File: src/rtl/strela_cg_ctrl_if.sv
// Handshake bundle between the clock-gate controller (slave) and the gated domain
// plus the clock-gate cell (master).
interface strela_cg_ctrl_if;
  logic busy_i;
  logic sleep_req_i;
  logic wake_req_i;
  logic drain_req_o;
  logic drain_ack_i;
  logic en_o;
  logic gated_o;
  logic wake_ack_o;

  modport slave (
    input  busy_i, sleep_req_i, wake_req_i, drain_ack_i,
    output drain_req_o, en_o, gated_o, wake_ack_o
  );

  modport master (
    output busy_i, sleep_req_i, wake_req_i, drain_ack_i,
    input  drain_req_o, en_o, gated_o, wake_ack_o
  );
endinterface

File: src/rtl/strela_cg_ctrl.sv
// Clock-gate controller RUN/DRAIN/GATED/WAKE; registered outputs, one-cycle state response,
// gating waits on drain_ack_i with busy_i low. Auto-idle gating enabled by STRELA_CG_AUTO_IDLE_EN.
module strela_cg_ctrl #(
  parameter int unsigned IDLE_CYCLES = 16,
  parameter int unsigned WAKE_CYCLES = 2
) (
  input  logic                  clk_i,
  input  logic                  rst_ni,
  input  logic                  test_en_i,
  strela_cg_ctrl_if.slave       cg
);

  localparam logic [1:0] ST_RUN   = 2'd0;
  localparam logic [1:0] ST_DRAIN = 2'd1;
  localparam logic [1:0] ST_GATED = 2'd2;
  localparam logic [1:0] ST_WAKE  = 2'd3;

  localparam logic [7:0] SETTLE_LAST = 8'(WAKE_CYCLES - 1);

  if (IDLE_CYCLES < 1 || IDLE_CYCLES > 65535) begin : g_bad_idle
    $error("IDLE_CYCLES out of range 1..65535");
  end
  if (WAKE_CYCLES < 1 || WAKE_CYCLES > 255) begin : g_bad_wake
    $error("WAKE_CYCLES out of range 1..255");
  end

  logic [1:0] state_q, state_d;
  logic [7:0] settle_q, settle_d;
  logic       en_q, en_d;
  logic       gated_q, gated_d;
  logic       drain_req_q, drain_req_d;
  logic       wake_ack_q, wake_ack_d;
  logic       idle_hit;

`ifdef STRELA_CG_AUTO_IDLE_EN
  localparam int unsigned IW = $clog2(IDLE_CYCLES) + 1;
  localparam logic [IW-1:0] IDLE_LAST = IW'(IDLE_CYCLES - 1);

  logic [IW-1:0] idle_q, idle_d;

  // Counter only lives in RUN; any other state (or an abort back to RUN) restarts it.
  always_comb begin
    idle_d = '0;
    if (!test_en_i && state_q == ST_RUN && !cg.busy_i) begin
      idle_d = (idle_q == '1) ? idle_q : idle_q + 1'b1;
    end
  end

  always_ff @(posedge clk_i or negedge rst_ni) begin
    if (!rst_ni) idle_q <= '0;
    else         idle_q <= idle_d;
  end

  assign idle_hit = !cg.busy_i && (idle_q >= IDLE_LAST);
`else
  assign idle_hit = 1'b0;
`endif

  always_comb begin
    state_d  = state_q;
    settle_d = '0;
    if (test_en_i) begin
      state_d = ST_RUN;
    end else begin
      case (state_q)
        ST_RUN: begin
          if (!cg.wake_req_i && (cg.sleep_req_i || idle_hit)) state_d = ST_DRAIN;
        end
        ST_DRAIN: begin
          // Wake has priority over a simultaneous drain acknowledge.
          if (cg.wake_req_i)                         state_d = ST_RUN;
          else if (cg.drain_ack_i && !cg.busy_i)     state_d = ST_GATED;
        end
        ST_GATED: begin
          if (cg.wake_req_i) state_d = ST_WAKE;
        end
        ST_WAKE: begin
          if (settle_q == SETTLE_LAST) state_d = ST_RUN;
          else                         settle_d = settle_q + 8'd1;
        end
        default: state_d = ST_RUN;
      endcase
    end

    en_d        = (state_d != ST_GATED);
    gated_d     = (state_d == ST_GATED) || (state_d == ST_WAKE);
    drain_req_d = (state_d == ST_DRAIN);
    wake_ack_d  = !test_en_i && (state_q == ST_WAKE) && (state_d == ST_RUN);
  end

  always_ff @(posedge clk_i or negedge rst_ni) begin
    if (!rst_ni) begin
      state_q     <= ST_RUN;
      settle_q    <= '0;
      en_q        <= 1'b1;
      gated_q     <= 1'b0;
      drain_req_q <= 1'b0;
      wake_ack_q  <= 1'b0;
    end else begin
      state_q     <= state_d;
      settle_q    <= settle_d;
      en_q        <= en_d;
      gated_q     <= gated_d;
      drain_req_q <= drain_req_d;
      wake_ack_q  <= wake_ack_d;
    end
  end

  // Scan mode must see a running clock immediately, without waiting for an edge.
  assign cg.en_o        = en_q | test_en_i;
  assign cg.gated_o     = gated_q;
  assign cg.drain_req_o = drain_req_q;
  assign cg.wake_ack_o  = wake_ack_q;

endmodule

File: src/flat_wrapper.sv
// flat-port wrapper written by rule: the top's interface ports become plain ports
module strela_cg_ctrl_flat 
#(
  parameter int unsigned IDLE_CYCLES = 16,
  parameter int unsigned WAKE_CYCLES = 2
)
  (clk_i, rst_ni, test_en_i, cg_busy_i, cg_sleep_req_i, cg_wake_req_i, cg_drain_ack_i, cg_drain_req_o, cg_en_o, cg_gated_o, cg_wake_ack_o);
  strela_cg_ctrl_if cg_i ();
  input  logic clk_i;
  input  logic rst_ni;
  input  logic test_en_i;
  input wire logic [$bits(cg_i.busy_i)-1:0] cg_busy_i;
  input wire logic [$bits(cg_i.sleep_req_i)-1:0] cg_sleep_req_i;
  input wire logic [$bits(cg_i.wake_req_i)-1:0] cg_wake_req_i;
  input wire logic [$bits(cg_i.drain_ack_i)-1:0] cg_drain_ack_i;
  output wire logic [$bits(cg_i.drain_req_o)-1:0] cg_drain_req_o;
  output wire logic [$bits(cg_i.en_o)-1:0] cg_en_o;
  output wire logic [$bits(cg_i.gated_o)-1:0] cg_gated_o;
  output wire logic [$bits(cg_i.wake_ack_o)-1:0] cg_wake_ack_o;
  assign cg_i.busy_i = cg_busy_i;
  assign cg_i.sleep_req_i = cg_sleep_req_i;
  assign cg_i.wake_req_i = cg_wake_req_i;
  assign cg_i.drain_ack_i = cg_drain_ack_i;
  assign cg_drain_req_o = cg_i.drain_req_o;
  assign cg_en_o = cg_i.en_o;
  assign cg_gated_o = cg_i.gated_o;
  assign cg_wake_ack_o = cg_i.wake_ack_o;
  strela_cg_ctrl #(.IDLE_CYCLES(IDLE_CYCLES), .WAKE_CYCLES(WAKE_CYCLES)) u_core (.clk_i(clk_i), .rst_ni(rst_ni), .test_en_i(test_en_i), .cg(cg_i));
endmodule
File: config.mk
export PLATFORM = sky130hd
export DESIGN_NAME = strela_cg_ctrl_flat
export DESIGN_NICKNAME = d
export VERILOG_FILES = /design/src/rtl/strela_cg_ctrl_if.sv /design/src/rtl/strela_cg_ctrl.sv /design/src/flat_wrapper.sv
export SDC_FILE = /design/constraint.sdc
export NUM_CORES = 1
export LEC_CHECK = 0
export CORE_AREA = 5 5 42 44
export CTS_BUF_LIST = sky130_fd_sc_hd__clkbuf_4 sky130_fd_sc_hd__clkbuf_8
export DETAILED_ROUTE_END_ITERATION = 7
export DIE_AREA = 0 0 47 49
export HOLD_SLACK_MARGIN = 0.12
export PLACE_DENSITY = 0.73
export SLEW_MARGIN = 40
export SYNTH_ARGS = -nofsm -noshare
export SYNTH_HDL_FRONTEND = slang
export SYNTH_SLANG_ARGS = --single-unit
File: constraint.sdc
create_clock -name clk_i -period 1.9 [get_ports clk_i]
set_clock_uncertainty 0.2 [all_clocks]
set_input_delay 0.38 -clock clk_i [delete_from_list [all_inputs] [get_ports clk_i]]
set_output_delay 0.38 -clock clk_i [all_outputs]
set_load 0.05 [all_outputs]
=== Word-level counts from Yosys, hierarchy flattened ===
Index checks and enable logic that the tools add are counted.
Widths: inputs -> output; s select.

* Eq/ne operators: 8
* Bitwise gates (word level): 1
* Muxes and demuxes: 10
* Add/subtract/negate cells: 1
* Reductions and logical operators: 10

{| class="wikitable"
|+ Operator list
! operator !! number
|-
| $mux 8 || 3
|-
| $mux 2 || 6
|-
| $add 8x1->8 const B || 1
|-
| $eq 2x2->1 const B || 4
|-
| $eq 8x1->1 const B || 1
|-
| $pmux 2 s4 || 1
|-
| $eq 2x1->1 const B || 2
|-
| $logic_and 1x1->1 || 4
|-
| $logic_not 2->1 || 2
|-
| $logic_not 1->1 || 3
|-
| $ne 2x2->1 const B || 1
|-
| $logic_or 1x1->1 || 1
|-
| $or 1x1->1 || 1
|}

* Output and inout bits: 4
* Bits of input ports: 7
* Bits in registers: 14

=== Longest topological paths before layout ===
* Word-level depth: 8
* Gate-level depth with buffers: 7
* Mapped depth without buffers: 6

=== Worst setup path after synthesis ===
Ideal clock, no wire load.

* Kind: reg-to-reg
* Start point: register u_core.cg.gated_o (netlist name)
* End point: register u_core.drain_req_q (netlist: u_core.cg.drain_req_o)
* Data arrival time: 1.396 ns
* Path slack: 0.232 ns
* Cell stages (with the launch flop): 6
* Required time: 1.628 ns
* Library setup time: 0.072 ns
* Path buffers: 1
* Path through: dfrtp_1 -> nand2_1 -> a211o_1 -> buf_6 -> a21boi_4 -> nor2_1

{| class="wikitable"
|+ RTL lines
! element !! RTL line !! text
|-
| to (signal assigned) || strela_cg_ctrl.sv:104 || <nowiki>drain_req_q <= drain_req_d;</nowiki>
|-
| to (decl) || strela_cg_ctrl.sv:31 || <nowiki>logic drain_req_q, drain_req_d;</nowiki>
|}

=== Worst setup path in the final report ===
* Start point: input port test_en_i
* End point: output port cg_en_o

* Word-level cells in the longest chain between the ends: 1

{| class="wikitable"
|+ RTL lines
! element !! RTL line !! text
|-
| from (decl) || flat_wrapper.sv:11 || <nowiki>input logic test_en_i;</nowiki>
|-
| $or 1x1->1 || strela_cg_ctrl.sv:110 || <nowiki>assign cg.en_o = en_q | test_en_i;</nowiki>
|-
| to (decl) || flat_wrapper.sv:17 || <nowiki>output wire logic [$bits(cg_i.en_o)-1:0] cg_en_o;</nowiki>
|}

No other way between the ends.

==> impl_metrics.tcl <==
set metrics [dict create \
    worstSetupEndpointType "output port" \
    die_width_um 47 \
    cts_root_buf "clkbuf_4" \
    synthTopCellsByArea "dfrtp_1 46%, nor2_1 5.2%, dfstp_2 4.0%" \
    drive_above_1_share 0.2597 \
    synthCells 60 \
    grtUsageTotal 0.1160 \
    ys_async_sr_fraction 1.000 \
    synth_common_cells "12 x dfrtp_1, 9 x nor2_1, 4 x inv_1" \
    rows 14 \
    fillers 129 \
    drcViolationCount 0 \
    power.density_nw_per_um2 628.3 \
    cts.sinks 13 \
    cpPeakStageDelay_ns 0.41 \
    status "complete, no violations" \
    cp_slowest_cell "clkdlybuf4s50_1" \
    cts_resized 0 \
    diodes 0 \
    clkTransAtPathRegs_ns 0.08 \
    arrival_ns 1.27 \
    cts_tree "built" \
    core_um2 1401 \
    ioPinCount 11 \
    start_util 0.4670 \
    slew_viol_final 0 \
    required_ns 1.32 \
    grt_start_max_net_pins 14 \
    place_hpwl_um 833.1 \
    syn_area_um2 654.4 \
    synth-main-ff-cell "dfrtp_1" \
    area_delta_synth_final_pct 25.81 \
    wl_per_cell_um 12.11 \
    drt-total-wl_mm 1.126 \
    yosysWarnings 0 \
    cts-buffers-inserted 3 \
    cts_setup_buffers 0 \
    maxCapViolCount 0 \
    yosysTopAreaCell "dfrtp_1" \
    ys_seq_area_frac 0.4990 \
    hold_viol 0 \
    grt_pass1_wl_mm 1.918 \
    synth-seq-cells 13 \
    synth_nets 69 \
    path_max_fanout 2 \
    ff2ff_setup_slack_ns 0.31 \
    period_share 0.9754 \
    portBuffers 10 \
    cpLargestDelayFamily "buffers and inverters" \
    min_path_type "in -> async" \
    finalCriticalPeriod_ns 1.853 \
    ctsHoldBuffers 0 \
    gr-total-overflow 0 \
    ctsLongestPathBuffers 2 \
    timing.fmax_ghz 0.5396 \
    antenna_found_initial 0 \
    vias 480 \
    crit_chain "clkdlybuf4s50_1 > or2_2 > buf_4" \
    path_class "in -> out" \
    htreeDepth 1 \
    clock_latency_ns 0.29 \
    postLayoutCoreUtil 0.5875 \
    synth_cell_types 27 \
    die_h_um 49 \
    setup_viol 0 \
    max_slew_margin 0.7855 \
    cp_num_buf_inv 2 \
    tightest_slew_ns 0.3183 \
    drt_iter0_markers 3 \
    viasPerCell 5.161 \
    tns_ns 0 \
    num-nets-final 87 \
    synth.most_common_cell "dfrtp_1" \
    crit_path_start_kind "input pin" \
    synth_top_cell_area_share 0.4589 \
    leakagePower_uw 0.0003640 \
    rsz0062_at_grt "no" \
    drtAntennaViolNets 0 \
    dieArea_um2 2303 \
    syn_avg_cell_area_um2 10.91 \
    drt_pass1_iterations 3 \
    irDropWorstVdd_mv 0.4168 \
    grt_pass1_vias 445 \
    synth-edff-count 0 \
    gp_congestion 0.7323 \
]
[final cells by class]
| cell class | instances | area, µm² | area share |
|---|---|---|---|
| flip-flops and latches | 13 | 326.6 | 0.3967 |
| clock buffers | 3 | 22.52 | 0.02736 |
| clock inverters | 1 | 5.005 | 0.006079 |
| multi-input cells | 42 | 301.5 | 0.3663 |
| well taps | 16 | 20.02 | 0.02432 |
| repair buffers | 14 | 132.6 | 0.1611 |
| inverters | 4 | 15.01 | 0.01824 |
[power by group]
group          internal (µW)  switching [µW]  total [µW]  leakage [µW]
clock network           78.3            95.7         174     0.0000177
registers                282            4.04         286      0.000177
logic                   27.7            29.8        57.5      0.000170
total                    388             130         517      0.000364
[cell usage in the layout, fill, tap and decap left out, drive strengths merged, types with 2 or more instances in the layout]
master         netlist  routed
nand3                3       3
xnor2                2       2
buf                  1       8
clkbuf               0       3
dfrtp               12      12
nand2                4       4
xor2                 3       3
o21ai                2       2
nor2b                2       2
nor3                 3       3
nor2                 9       9
clkdlybuf4s50        0       6
ha                   2       2
inv                  4       4
[worst paths after layout]
| path | cells past startpoint | from | to |
|---|---|---|---|
| max in group asynchronous | 2 | rst_ni | u_core.en_q |
| min in group clk_i | 1 | u_core.settle_q[0] | u_core.settle_q[0] |
| worst min register to register | 1 | u_core.settle_q[0] | u_core.settle_q[0] |
| worst max register to register | 5 | u_core.settle_q[0] | u_core.settle_q[5] |
| worst max-delay path | 3 | test_en_i | cg_en_o |
| worst min-delay path | 2 | rst_ni | u_core.cg.wake_ack_o |
[layer usage]
metal	wire, µm	share of wire	up-vias	GRT usage
met5	0	0	-	0
met4	36	0.032	0	0.08295
met3	101	0.090	5	0.02214
met1	489	0.43	226	0.1508
met2	499	0.44	14	0.1652
li1	-	-	235	-
[cell families after synthesis]
kind of cell | count (synthesis) | synth area share
flip-flops | 13 | 0.4991
XOR/XNOR | 5 | 0.06693
buffers and inverters | 5 | 0.04015
adder cells (fa/ha/maj) | 2 | 0.03823
AO/OA/AOI/OAI | 7 | 0.1013
AND/OR/NAND/NOR | 28 | 0.2543
[metrics by stage]
stage / total power [µW] / worst slack, ns / std cells / instance area, µm² / hold slack (ns)
detailed placement: 349.1 / 0.04801 / 89 / 795.8 / 0.2840
floorplan: 316.3 / 0.2317 / 60 / 654.4 / -0.1156
global route: 541.3 / 0.01184 / 93 / 823.3 / 0.2053
finish: 517.2 / 0.04665 / 93 / 823.3 / 0.1902
global placement: 348.2 / 0.05092 / 89 / 795.8 / 0.2806
CTS: 520.5 / 0.04424 / 93 / 823.3 / 0.1995
[worst register-to-register path: cells and delay by family, from the launching register on]
family,cells,cell delay (ns)
AOI/OAI and AO/OA,2,0.39
buffers and inverters,1,0.17
DFF,1,0.42
adders and majority gates,1,0.21
and+or+nand+nor,1,0.13
[sequential cells by signal, summed over array words and instances (netlist names)]
| register | count |
|---|---|
| u_core.cg.drain_req_o | 1 |
| u_core.cg.gated_o | 1 |
| u_core.cg.wake_ack_o | 1 |
| u_core.en_q | 1 |
| u_core.settle_q | 8 |
| u_core.state_q | 1 |
Power figures use the tool's default switching activity.
